`config.mk`:
```
export PLATFORM = sky130hd
export DESIGN_NAME = sequence_gen
export DESIGN_NICKNAME = d
export VERILOG_FILES = /design/src/rtl/sequence_gen.sv
export SDC_FILE = /design/constraint.sdc
export NUM_CORES = 1
export LEC_CHECK = 0
export ABC_AREA = 1
export ABC_CLOCK_PERIOD_IN_PS = 2800
export CELL_PAD_IN_SITES_DETAIL_PLACEMENT = 0
export CELL_PAD_IN_SITES_GLOBAL_PLACEMENT = 2
export CORE_MARGIN = 1.5
export CORE_UTILIZATION = 31
export CTS_CLUSTER_DIAMETER = 200
export CTS_CLUSTER_SIZE = 28
export DETAILED_ROUTE_END_ITERATION = 10
export PLACE_DENSITY_LB_ADDON = 0.2
export SYNTH_ARGS = -nofsm -noshare
export SYNTH_HDL_FRONTEND = slang
export SYNTH_SLANG_ARGS = --single-unit
```
`constraint.sdc`:
```
create_clock -name clk -period 2.8 [get_ports clk]
set_input_delay 0.28 -clock clk [delete_from_list [all_inputs] [get_ports clk]]
set_output_delay 0.28 -clock clk [all_outputs]
set_load 0.02 [all_outputs]
```
`src/rtl/sequence_gen.sv`:
```
// Serial pattern generator: shifts a loaded pattern out MSB first, one bit per clock, with repeats.
// Optional SEQ_GEN_GAP_EN inserts one idle GAP cycle between repetitions of the same pattern.
module sequence_gen #(
    parameter int WIDTH = 8,
    parameter int LEN_W = 3,
    parameter int REP_W = 4
) (
    input  logic             clk,
    input  logic             rst,
    input  logic [WIDTH-1:0] load_data,
    input  logic [LEN_W-1:0] load_len,
    input  logic [REP_W-1:0] load_rep,
    input  logic             load_valid,
    output logic             load_ready,
    output logic             data,
    output logic             data_valid,
    output logic             last,
    output logic             busy,
    input  logic             abort
);

`ifdef SEQ_GEN_GAP_EN
    typedef enum logic [1:0] {IDLE, SHIFT, GAP} state_t;
`else
    typedef enum logic [1:0] {IDLE, SHIFT} state_t;
`endif

    state_t           state_q, state_d;
    logic [WIDTH-1:0] pat_q, pat_d;
    logic [LEN_W-1:0] len_q, len_d;
    logic [LEN_W-1:0] idx_q, idx_d;
    logic [REP_W-1:0] rep_q, rep_d;
    logic             data_q, data_d;
    logic             dv_q, dv_d;
    logic             last_q, last_d;

    logic             final_bit;
    logic             accept;
    logic [LEN_W-1:0] clen;
    logic [LEN_W-1:0] idx_dec;

    // idx_q always names the pattern bit currently presented on data_q
    always_comb begin
        if (load_len == '0 || 32'(load_len) >= WIDTH) begin
            clen = LEN_W'(WIDTH - 1);
        end else begin
            clen = load_len;
        end
        idx_dec    = idx_q - 1'b1;
        final_bit  = (state_q == SHIFT) && (idx_q == '0) && (rep_q == '0);
        load_ready = (state_q == IDLE) || (final_bit && !abort);
        accept     = load_valid && load_ready;
    end

    always_comb begin
        state_d = state_q;
        pat_d   = pat_q;
        len_d   = len_q;
        idx_d   = idx_q;
        rep_d   = rep_q;
        data_d  = 1'b0;
        dv_d    = 1'b0;
        last_d  = 1'b0;

        case (state_q)
            IDLE: begin
                state_d = IDLE;
            end
            SHIFT: begin
                if (abort) begin
                    state_d = IDLE;
                end else if (idx_q != '0) begin
                    idx_d  = idx_dec;
                    data_d = pat_q[idx_dec];
                    dv_d   = 1'b1;
                    last_d = (idx_q == LEN_W'(1)) && (rep_q == '0);
                end else if (rep_q != '0) begin
                    rep_d = rep_q - 1'b1;
                    idx_d = len_q;
`ifdef SEQ_GEN_GAP_EN
                    state_d = GAP;
`else
                    data_d = pat_q[len_q];
                    dv_d   = 1'b1;
`endif
                end else begin
                    state_d = IDLE;
                end
            end
`ifdef SEQ_GEN_GAP_EN
            GAP: begin
                if (abort) begin
                    state_d = IDLE;
                end else begin
                    state_d = SHIFT;
                    data_d  = pat_q[idx_q];
                    dv_d    = 1'b1;
                end
            end
`endif
            default: begin
                state_d = IDLE;
            end
        endcase

        // Accept is only possible from IDLE or the final bit, so it overrides cleanly
        if (accept) begin
            state_d = SHIFT;
            pat_d   = load_data;
            len_d   = clen;
            idx_d   = clen;
            rep_d   = load_rep;
            data_d  = load_data[clen];
            dv_d    = 1'b1;
            last_d  = 1'b0;
        end
    end

    always_ff @(posedge clk or negedge rst) begin
        if (!rst) begin
            state_q <= IDLE;
            pat_q   <= '0;
            len_q   <= '0;
            idx_q   <= '0;
            rep_q   <= '0;
            data_q  <= 1'b0;
            dv_q    <= 1'b0;
            last_q  <= 1'b0;
        end else begin
            state_q <= state_d;
            pat_q   <= pat_d;
            len_q   <= len_d;
            idx_q   <= idx_d;
            rep_q   <= rep_d;
            data_q  <= data_d;
            dv_q    <= dv_d;
            last_q  <= last_d;
        end
    end

    assign data       = data_q;
    assign data_valid = dv_q;
    assign last       = last_q;
    assign busy       = (state_q != IDLE);

endmodule

```
==> impl_metrics.env, run 1 <==
export IMPL_portBuffers=23
export IMPL_gp_congestion=0.8299
export IMPL_rsz0062_at_grt="no"
export IMPL_clock_path_buffers=2
export IMPL_num_rows=24
export IMPL_ir_worst_vdd_uv=262.8
export IMPL_nFillCells=473
export IMPL_power_frac_seq_pct=37.0
export IMPL_fmax_ghz=0.4110
export IMPL_drive_above_1_share_pct=8.676
export IMPL_grt_pass1_wl_mm=5.961
export IMPL_ys_seq_area_share_pct=39.53
export IMPL_yosys_cell_types_count=21
export IMPL_syn_inst=194
export IMPL_grt_antenna_before_repair=0
export IMPL_layout_min_cycle_time_ns=2.433
export IMPL_synth_top_area_share_pct=39.53
export IMPL_cts_hold_buf=0
export IMPL_power_per_cell_area_nw_per_um2=814.1
export IMPL_syn_to_final_growth_pct=23.72
export IMPL_path_clk_slew_ns=0.08
export IMPL_synth_warnings=0
export IMPL_hold_viol=0
export IMPL_fp_dieW_um=70.03
export IMPL_drt_initial_drc_count=61
export IMPL_grt_use_total_pct=15.18
export IMPL_crit_fanout=7
export IMPL_max_slew_margin_pct=55.99
export IMPL_setup_violations=0
export IMPL_ctsHtreeMaxLevel=1
export IMPL_numCtsBuffers=3
export IMPL_swShare_pct=42.75
export IMPL_synth_area_leaders="dfrtp_1, nand2_1, nand3_1"
export IMPL_die_y_um=70.03
export IMPL_drv_slew=0
export IMPL_insertion_delay_ns=0.26
export IMPL_switching_power_mw=0.5995
export IMPL_core_um2=4324
export IMPL_vias_per_cell=4.749
export IMPL_initial_core_util_pct=32.20
export IMPL_start_kind="flip-flop"
export IMPL_holdCritPathClass="in -> async"
export IMPL_multi_input_area_um2=709.4
export IMPL_routed_wirelength_mm=3.417
export IMPL_clkSinkCount=22
export IMPL_cp_required_ns=2.52
export IMPL_fin_crit_sh_pct=86.90
export IMPL_hpwl_mm=2.663
export IMPL_p_int_mw=0.8030
export IMPL_layout_common_cells="nand2_1, nand3_1, inv_1"
export IMPL_cts_resized=0
export IMPL_run_status="finished clean"
export IMPL_drt_wirelength_per_cell_um=12.61
export IMPL_grt_pass1_vias=1265
export IMPL_power_leakage_nw=0.9056
export IMPL_p_comb_share_pct=46.6
export IMPL_final_common_cell="nand2_1"
export IMPL_drv_cap=0
export IMPL_fin_util_pct=39.84
export IMPL_drc=0
export IMPL_fin_nets=244
export IMPL_root_buffer="clkbuf_8"
export IMPL_crit_type="reg -> out"
export IMPL_num_vias=1287
export IMPL_cts_tree="built"
export IMPL_clock_skew_ns=0.001896
export IMPL_holdWs_ns=0.3626
export IMPL_ys_ff_latch=22
export IMPL_yosysTopAreaCell="dfrtp_1"
export IMPL_tns_ns=0
export IMPL_synth_avg_cell_area_um2=7.178
export IMPL_cts_setup_buffers=0
export IMPL_final_antenna_net_count=0
export IMPL_netlist_area_um2=1393
export IMPL_critical_path_arrival_ns=2.15
export IMPL_dieArea_um2=4904
export IMPL_worstMarginPinSlew_ns=0.6532
export IMPL_firstDrtPassIters=4
export IMPL_antennaDiodeCount=0
export IMPL_pin_count=24
export IMPL_grt_max_degree=30
export IMPL_clkPwrFrac_pct=16.4
export IMPL_grt_ovfl_total=0
export IMPL_synth_net_count=218
export IMPL_end_kind="output pin"
export IMPL_seq_area_um2=550.5
==> synth_stat cells, drive strengths merged <==
| cell | count |
|---|---|
| inv | 28 |
| nor3 | 2 |
| a21oi | 2 |
| ha | 5 |
| nand3 | 33 |
| buf | 3 |
| xor2 | 1 |
| nand4 | 1 |
| nor2 | 8 |
| dfrtp | 22 |
| o21bai | 2 |
| or2 | 4 |
| nand2 | 68 |
| o21ai | 15 |
==> layout make-up <==
class / count / area share [%]
clock buffers: 4 / 3.195
inverters: 28 / 6.100
multi-input cells: 141 / 41.18
flip-flops and latches: 22 / 31.95
well taps: 52 / 3.776
repair buffers: 24 / 13.80
==> cell families (layout without fill, tap and decap cells) <==
| logic type | after synthesis | in the layout | synth area share (%) |
|---|---|---|---|
| AND/OR/NAND/NOR | 116 | 116 | 37.02 |
| flip-flops | 22 | 22 | 39.53 |
| XOR/XNOR | 1 | 1 | 0.6290 |
| AO/OA/AOI/OAI | 19 | 19 | 8.804 |
| adder cells (fa/ha/maj) | 5 | 5 | 4.492 |
| buffers and inverters | 31 | 56 | 9.523 |
==> critical path, stage by stage (launching register included) <==
cell and delay (ns):
dfrtp_1 0.45, inv_1 0.21, ha_1 0.22, inv_2 0.06, nor2_4 0.12, nand4_2 0.09
nand2_2 0.12, clkdlybuf4s50_1 0.61
==> registers in the layout (all words and copies together), names as in the netlist <==
| name | cells |
|---|---|
| data | 1 |
| data_valid | 1 |
| idx_q | 3 |
| last | 1 |
| len_q | 3 |
| pat_q | 8 |
| rep_q | 4 |
| state_q | 1 |
==> power by group through the flow <==
stage	combinational, mW	sequential [mW]	clock, mW
after floorplan	0.482	0.508	0
after global routing	0.759	0.535	0.253
after global placement	0.657	0.522	0
after CTS	0.664	0.516	0.239
after detailed placement	0.660	0.521	0
final	0.654	0.519	0.230
==> per-stage QoR <==
step	std cells	instance area, um^2	worst slack, ns	power (mW)
6_report	271	1723	0.3667	1.403
5_1_grt	271	1723	0.1928	1.547
4_1_cts	271	1723	0.3554	1.418
3_5_place_dp	267	1668	0.6299	1.181
3_3_place_gp	267	1668	0.6981	1.179
2_1_floorplan	194	1393	1.038	0.9903
==> per-layer routing <==
| metal | global-route usage, % | part of all wire [%] |
|---|---|---|
| met1 | 22.44 | 50 |
| met2 | 23.28 | 47 |
| met3 | 2.165 | 2.0 |
| met4 | 3.846 | 0.76 |
| met5 | 0 | 0 |
==> final timing paths <==
kind,startpoint,to,slack (ns),depth (start not counted)
min in group clk,idx_q[1]$_DFFE_PN0P_,idx_q[1]$_DFFE_PN0P_,0.52,2
worst min register to register,idx_q[1]$_DFFE_PN0P_,idx_q[1]$_DFFE_PN0P_,0.52,2
worst max-delay path,idx_q[0]$_DFFE_PN0P_,load_ready,0.37,7
worst min-delay path,rst,pat_q[7]$_DFFE_PN0P_,0.36,2
worst max register to register,idx_q[0]$_DFFE_PN0P_,rep_q[0]$_DFFE_PN0P_,0.63,10
max in group asynchronous,rst,data_valid$_DFF_PN0_,2.21,2
(Power assumes the default switching activity.)
==> run 2, diff against run 1 <==
--- a/config.mk
+++ b/config.mk
@@ -11,10 +11,11 @@
 export CELL_PAD_IN_SITES_GLOBAL_PLACEMENT = 2
 export CORE_MARGIN = 1.5
 export CORE_UTILIZATION = 31
-export CTS_CLUSTER_DIAMETER = 200
+export CTS_CLUSTER_DIAMETER = 40
 export CTS_CLUSTER_SIZE = 28
 export DETAILED_ROUTE_END_ITERATION = 10
 export PLACE_DENSITY_LB_ADDON = 0.2
+export RECOVER_POWER = 100
 export SYNTH_ARGS = -nofsm -noshare
 export SYNTH_HDL_FRONTEND = slang
 export SYNTH_SLANG_ARGS = --single-unit
==> impl_metrics.env, run 2 (synthesis results as in run 1) <==
export IMPL_run_status="finished clean"
export IMPL_worstMarginPinSlew_ns=1.236
export IMPL_fin_crit_sh_pct=89.02
export IMPL_fmax_ghz=0.4012
export IMPL_crit_type="reg -> out"
export IMPL_ctsHtreeMaxLevel=1
export IMPL_final_common_cell="nand2_1"
export IMPL_drt_wirelength_per_cell_um=12.61
export IMPL_dieArea_um2=4904
export IMPL_power_per_cell_area_nw_per_um2=812.0
export IMPL_portBuffers=23
export IMPL_num_rows=24
export IMPL_p_int_mw=0.7908
export IMPL_holdCritPathClass="reg -> reg"
export IMPL_die_y_um=70.03
export IMPL_fp_dieW_um=70.03
export IMPL_worst_slack_ns=0.3074
export IMPL_fin_nets=244
export IMPL_nFillCells=472
export IMPL_grt_pass1_vias=1265
export IMPL_swShare_pct=42.77
export IMPL_clkSinkCount=22
export IMPL_cts_hold_buf=0
export IMPL_placed_cell_area_um2=1668
export IMPL_drt_initial_drc_count=67
export IMPL_start_kind="flip-flop"
export IMPL_cts_setup_buffers=0
export IMPL_crit_fanout=7
export IMPL_drc=0
export IMPL_drv_cap=0
export IMPL_final_antenna_net_count=0
export IMPL_end_kind="output pin"
export IMPL_numCtsBuffers=3
export IMPL_root_buffer="clkbuf_8"
export IMPL_grt_pass1_wl_mm=5.961
export IMPL_antennaDiodeCount=0
export IMPL_power_leakage_nw=0.9060
export IMPL_num_vias=1282
export IMPL_ir_worst_vdd_uv=251.6
export IMPL_routed_wirelength_mm=3.417
export IMPL_pin_count=24
export IMPL_cp_required_ns=2.52
export IMPL_core_um2=4324
export IMPL_regMostFlops="pat_q"
export IMPL_grt_ovfl_total=0
export IMPL_top_regs="pat_q: 8 flops, rep_q: 4 flops"
export IMPL_layout_common_cells="nand2_1, nand3_1, inv_1"
export IMPL_crit_chain="inv_1, ha_1, inv_1, nor2_4, nand4_2, nand2_1, clkdlybuf4s50_1"
export IMPL_clock_path_buffers=2
export IMPL_grt_max_degree=30
export IMPL_vias_per_cell=4.731
export IMPL_initial_core_util_pct=32.20
export IMPL_slowest_delay_ns=0.63
export IMPL_drive_above_1_share_pct=5.023
export IMPL_rsz0062_at_grt="no"
export IMPL_insertion_delay_ns=0.26
export IMPL_cp_slowest_cell="clkdlybuf4s50_1"
export IMPL_p_comb_share_pct=45.8
export IMPL_cts_tree="built"
export IMPL_gp_congestion=0.8299
export IMPL_hold_viol=0
export IMPL_path_buf_inv=3
export IMPL_dp_slack_ns=0.6299
export IMPL_path_clk_slew_ns=0.08
export IMPL_hpwl_mm=2.663
export IMPL_holdWs_ns=0.5192
export IMPL_fin_util_pct=39.35
export IMPL_drv_slew=0
export IMPL_setup_violations=0
export IMPL_syn_to_final_growth_pct=22.19
export IMPL_grt_use_total_pct=15.18
export IMPL_largest_register_ffs=8
export IMPL_firstDrtPassIters=4
export IMPL_switching_power_mw=0.5910
export IMPL_grt_antenna_before_repair=0
export IMPL_layout_min_cycle_time_ns=2.493
export IMPL_power_frac_seq_pct=37.5
export IMPL_clkPwrFrac_pct=16.7
export IMPL_r2r_setup_slack_ns=0.57
export IMPL_cp_top_family="buffers and inverters"
export IMPL_stdcell_area_um2=1702
export IMPL_clock_skew_ns=0.002047
export IMPL_cts_resized=0
export IMPL_max_slew_margin_pct=17.58
export IMPL_critical_path_arrival_ns=2.21
export IMPL_tns_ns=0
export IMPL_critPathMostFrequentCell="inv_1"
[run 2: cell types whose count changed in the layout (fill, tap and decap cells not counted), sizes merged]
cell | previous run | this run
clkdlybuf4s50 | 23 | 18
clkbuf | 4 | 5
dlygate4sd3 | 0 | 5
buf | 1 | 0
[run 2: cell type report]
type / instances / area (um^2) / area share, %
Sequential cell: 22 / 550.5 / 32.35
Inverter: 28 / 105.1 / 6.176
Clock buffer: 4 / 55.05 / 3.235
Timing Repair Buffer: 24 / 234.0 / 13.75
Multi-Input combinational cell: 141 / 691.9 / 40.66
Tap cell: 52 / 65.06 / 3.824
[run 2: power groups by stage]
| stage | sequential (mW) | clock (mW) | combinational [mW] |
|---|---|---|---|
| CTS | 0.516 | 0.239 | 0.664 |
| finish | 0.518 | 0.231 | 0.633 |
| global route | 0.534 | 0.253 | 0.740 |
| global placement | 0.522 | 0 | 0.657 |
| detailed placement | 0.521 | 0 | 0.660 |
| floorplan | 0.508 | 0 | 0.482 |
[run 2: worst paths after layout]
kind / end / start / cells after the start
max in group asynchronous: idx_q[1]$_DFFE_PN0P_ / rst / 2
worst min register to register: idx_q[1]$_DFFE_PN0P_ / idx_q[1]$_DFFE_PN0P_ / 2
worst min-delay path: idx_q[1]$_DFFE_PN0P_ / idx_q[1]$_DFFE_PN0P_ / 2
worst max-delay path: load_ready / idx_q[0]$_DFFE_PN0P_ / 7
min in group asynchronous: pat_q[7]$_DFFE_PN0P_ / rst / 2
worst max register to register: len_q[2]$_DFFE_PN0P_ / idx_q[0]$_DFFE_PN0P_ / 9
[run 2: per-stage QoR]
stage	power [mW]	cells
4_1_cts	1.418	271
5_1_grt	1.527	271
3_5_place_dp	1.181	267
6_report	1.382	271
2_1_floorplan	0.9903	194
3_3_place_gp	1.179	267
[run 2: layer usage]
layer  GRT usage, %  wire (um)
met4          3.846         26
met5              0          0
met3          2.165         65
met2          23.28       1595
met1          22.44       1730
[run 2: tightest hold or removal path: stages, from the launching register on]
cell,delay (ns)
dfrtp_1,0.35
nand3_1,0.07
nand2_1,0.07
==> run 3, diff against run 2 <==
--- a/config.mk
+++ b/config.mk
@@ -14,8 +14,9 @@
 export CTS_CLUSTER_DIAMETER = 40
 export CTS_CLUSTER_SIZE = 28
 export DETAILED_ROUTE_END_ITERATION = 10
-export PLACE_DENSITY_LB_ADDON = 0.2
+export PLACE_DENSITY = 0.92
 export RECOVER_POWER = 100
 export SYNTH_ARGS = -nofsm -noshare
 export SYNTH_HDL_FRONTEND = slang
 export SYNTH_SLANG_ARGS = --single-unit
+export TNS_END_PERCENT = 20
==> impl_metrics.env, run 3 (synthesis results as in run 1) <==
export IMPL_firstDrtPassIters=5
export IMPL_num_rows=24
export IMPL_cts_setup_buffers=0
export IMPL_largest_register_ffs=8
export IMPL_root_buffer="clkbuf_8"
export IMPL_grt_ovfl_total=0
export IMPL_die_y_um=70.03
export IMPL_cts_tree="built"
export IMPL_drv_slew=0
export IMPL_drt_wirelength_per_cell_um=11.07
export IMPL_insertion_delay_ns=0.26
export IMPL_power_leakage_nw=0.9060
export IMPL_clkSinkCount=22
export IMPL_drc=0
export IMPL_drt_initial_drc_count=50
export IMPL_critPathMostFrequentCell="inv_1"
export IMPL_hpwl_mm=2.414
export IMPL_worst_slack_ns=0.3013
export IMPL_path_clk_slew_ns=0.08
export IMPL_core_um2=4324
export IMPL_clock_path_buffers=2
export IMPL_syn_to_final_growth_pct=22.19
export IMPL_crit_fanout=7
export IMPL_routed_wirelength_mm=2.999
export IMPL_regMostFlops="pat_q"
export IMPL_fin_crit_sh_pct=89.24
export IMPL_numCtsBuffers=3
export IMPL_final_antenna_net_count=0
export IMPL_power_per_cell_area_nw_per_um2=805.1
export IMPL_grt_pass1_wl_mm=5.361
export IMPL_grt_pass1_vias=1149
export IMPL_max_slew_margin_pct=19.12
export IMPL_grt_use_total_pct=13.55
export IMPL_critical_path_arrival_ns=2.22
export IMPL_fmax_ghz=0.4002
export IMPL_slowest_delay_ns=0.64
export IMPL_cp_required_ns=2.52
export IMPL_setup_violations=0
export IMPL_initial_core_util_pct=32.20
export IMPL_run_status="finished clean"
export IMPL_gp_congestion=0.7410
export IMPL_top_regs="pat_q: 8 flops, rep_q: 4 flops"
export IMPL_portBuffers=23
export IMPL_fin_nets=244
export IMPL_cts_hold_buf=0
export IMPL_dieArea_um2=4904
export IMPL_holdCritPathClass="reg -> reg"
export IMPL_fp_dieW_um=70.03
export IMPL_grt_max_degree=30
export IMPL_antennaDiodeCount=0
export IMPL_ir_worst_vdd_uv=283.1
export IMPL_grt_antenna_before_repair=0
export IMPL_hold_viol=0
export IMPL_cts_resized=0
export IMPL_cp_slowest_cell="clkdlybuf4s50_1"
export IMPL_final_common_cell="nand2_1"
export IMPL_vias_per_cell=4.568
export IMPL_tns_ns=0
export IMPL_clock_skew_ns=0.003014
export IMPL_pin_count=24
export IMPL_drive_above_1_share_pct=5.023
export IMPL_rsz0062_at_grt="no"
export IMPL_crit_chain="inv_1, ha_1, inv_1, nor2_4, nand4_2, nand2_1, clkdlybuf4s50_1"
export IMPL_num_vias=1238
export IMPL_ctsHtreeMaxLevel=1
export IMPL_crit_type="reg -> out"
export IMPL_end_kind="output pin"
export IMPL_layout_min_cycle_time_ns=2.499
export IMPL_worstMarginPinSlew_ns=1.213
export IMPL_start_kind="flip-flop"
export IMPL_drv_cap=0
export IMPL_dp_slack_ns=0.6605
export IMPL_layout_common_cells="nand2_1, nand3_1, inv_1"
run 3: power by group:
| part | switching [mW] | internal, mW |
|---|---|---|
| clock network | 0.104 | 0.125 |
| logic | 0.381 | 0.248 |
| registers | 0.0940 | 0.417 |
run 3: layout make-up:
cell class                      count  area (um^2)
Multi-Input combinational cell    141        691.9
Inverter                           28        105.1
Clock buffer                        4        55.05
Tap cell                           52        65.06
Fill cell                         477         2623
Timing Repair Buffer               24        234.0
Sequential cell                    22        550.5
run 3: metrics by stage:
step           std cells  hold slack (ns)  utilization, %  instance area, um^2  power [mW]
2_1_floorplan        194         -0.01559               -                 1393      0.9903
3_3_place_gp         267           0.4925           38.57                 1668       1.185
3_5_place_dp         267           0.4984           38.57                 1668       1.172
4_1_cts              271           0.3751           39.84                 1723       1.403
5_1_grt              271           0.5524           39.35                 1702       1.523
6_report             271           0.5176           39.35                 1702       1.370
run 3: critical path, delay by kind of cell (launching register included):
family,cells,cell delay [ns]
buffers and inverters,3,0.93
DFF,1,0.45
and+or+nand+nor,3,0.38
adders and majority gates,1,0.20
run 3: path summary, 6_finish.rpt:
| path | start | endpoint | slack, ns | depth (start not counted) |
|---|---|---|---|---|
| setup / recovery | idx_q[0]$_DFFE_PN0P_ | load_ready | 0.30 | 7 |
| hold / removal | pat_q[1]$_DFFE_PN0P_ | pat_q[1]$_DFFE_PN0P_ | 0.52 | 2 |
| setup reg to reg | idx_q[0]$_DFFE_PN0P_ | rep_q[2]$_DFFE_PN0P_ | 0.60 | 10 |
| hold reg to reg | pat_q[1]$_DFFE_PN0P_ | pat_q[1]$_DFFE_PN0P_ | 0.52 | 2 |
| max in group asynchronous | rst | last$_DFF_PN0_ | 1.30 | 2 |
| min in group asynchronous | rst | pat_q[7]$_DFFE_PN0P_ | 0.78 | 2 |
run 3: per-layer routing:
metal  GRT usage, %  vias to the layer above  part of all wire, %
li1               -                      664                    -
met1          20.22                      550                   54
met2          19.89                       20                   43
met3          1.732                        4                  2.1
met4          5.128                        0                  1.6
met5              0                        -                    0
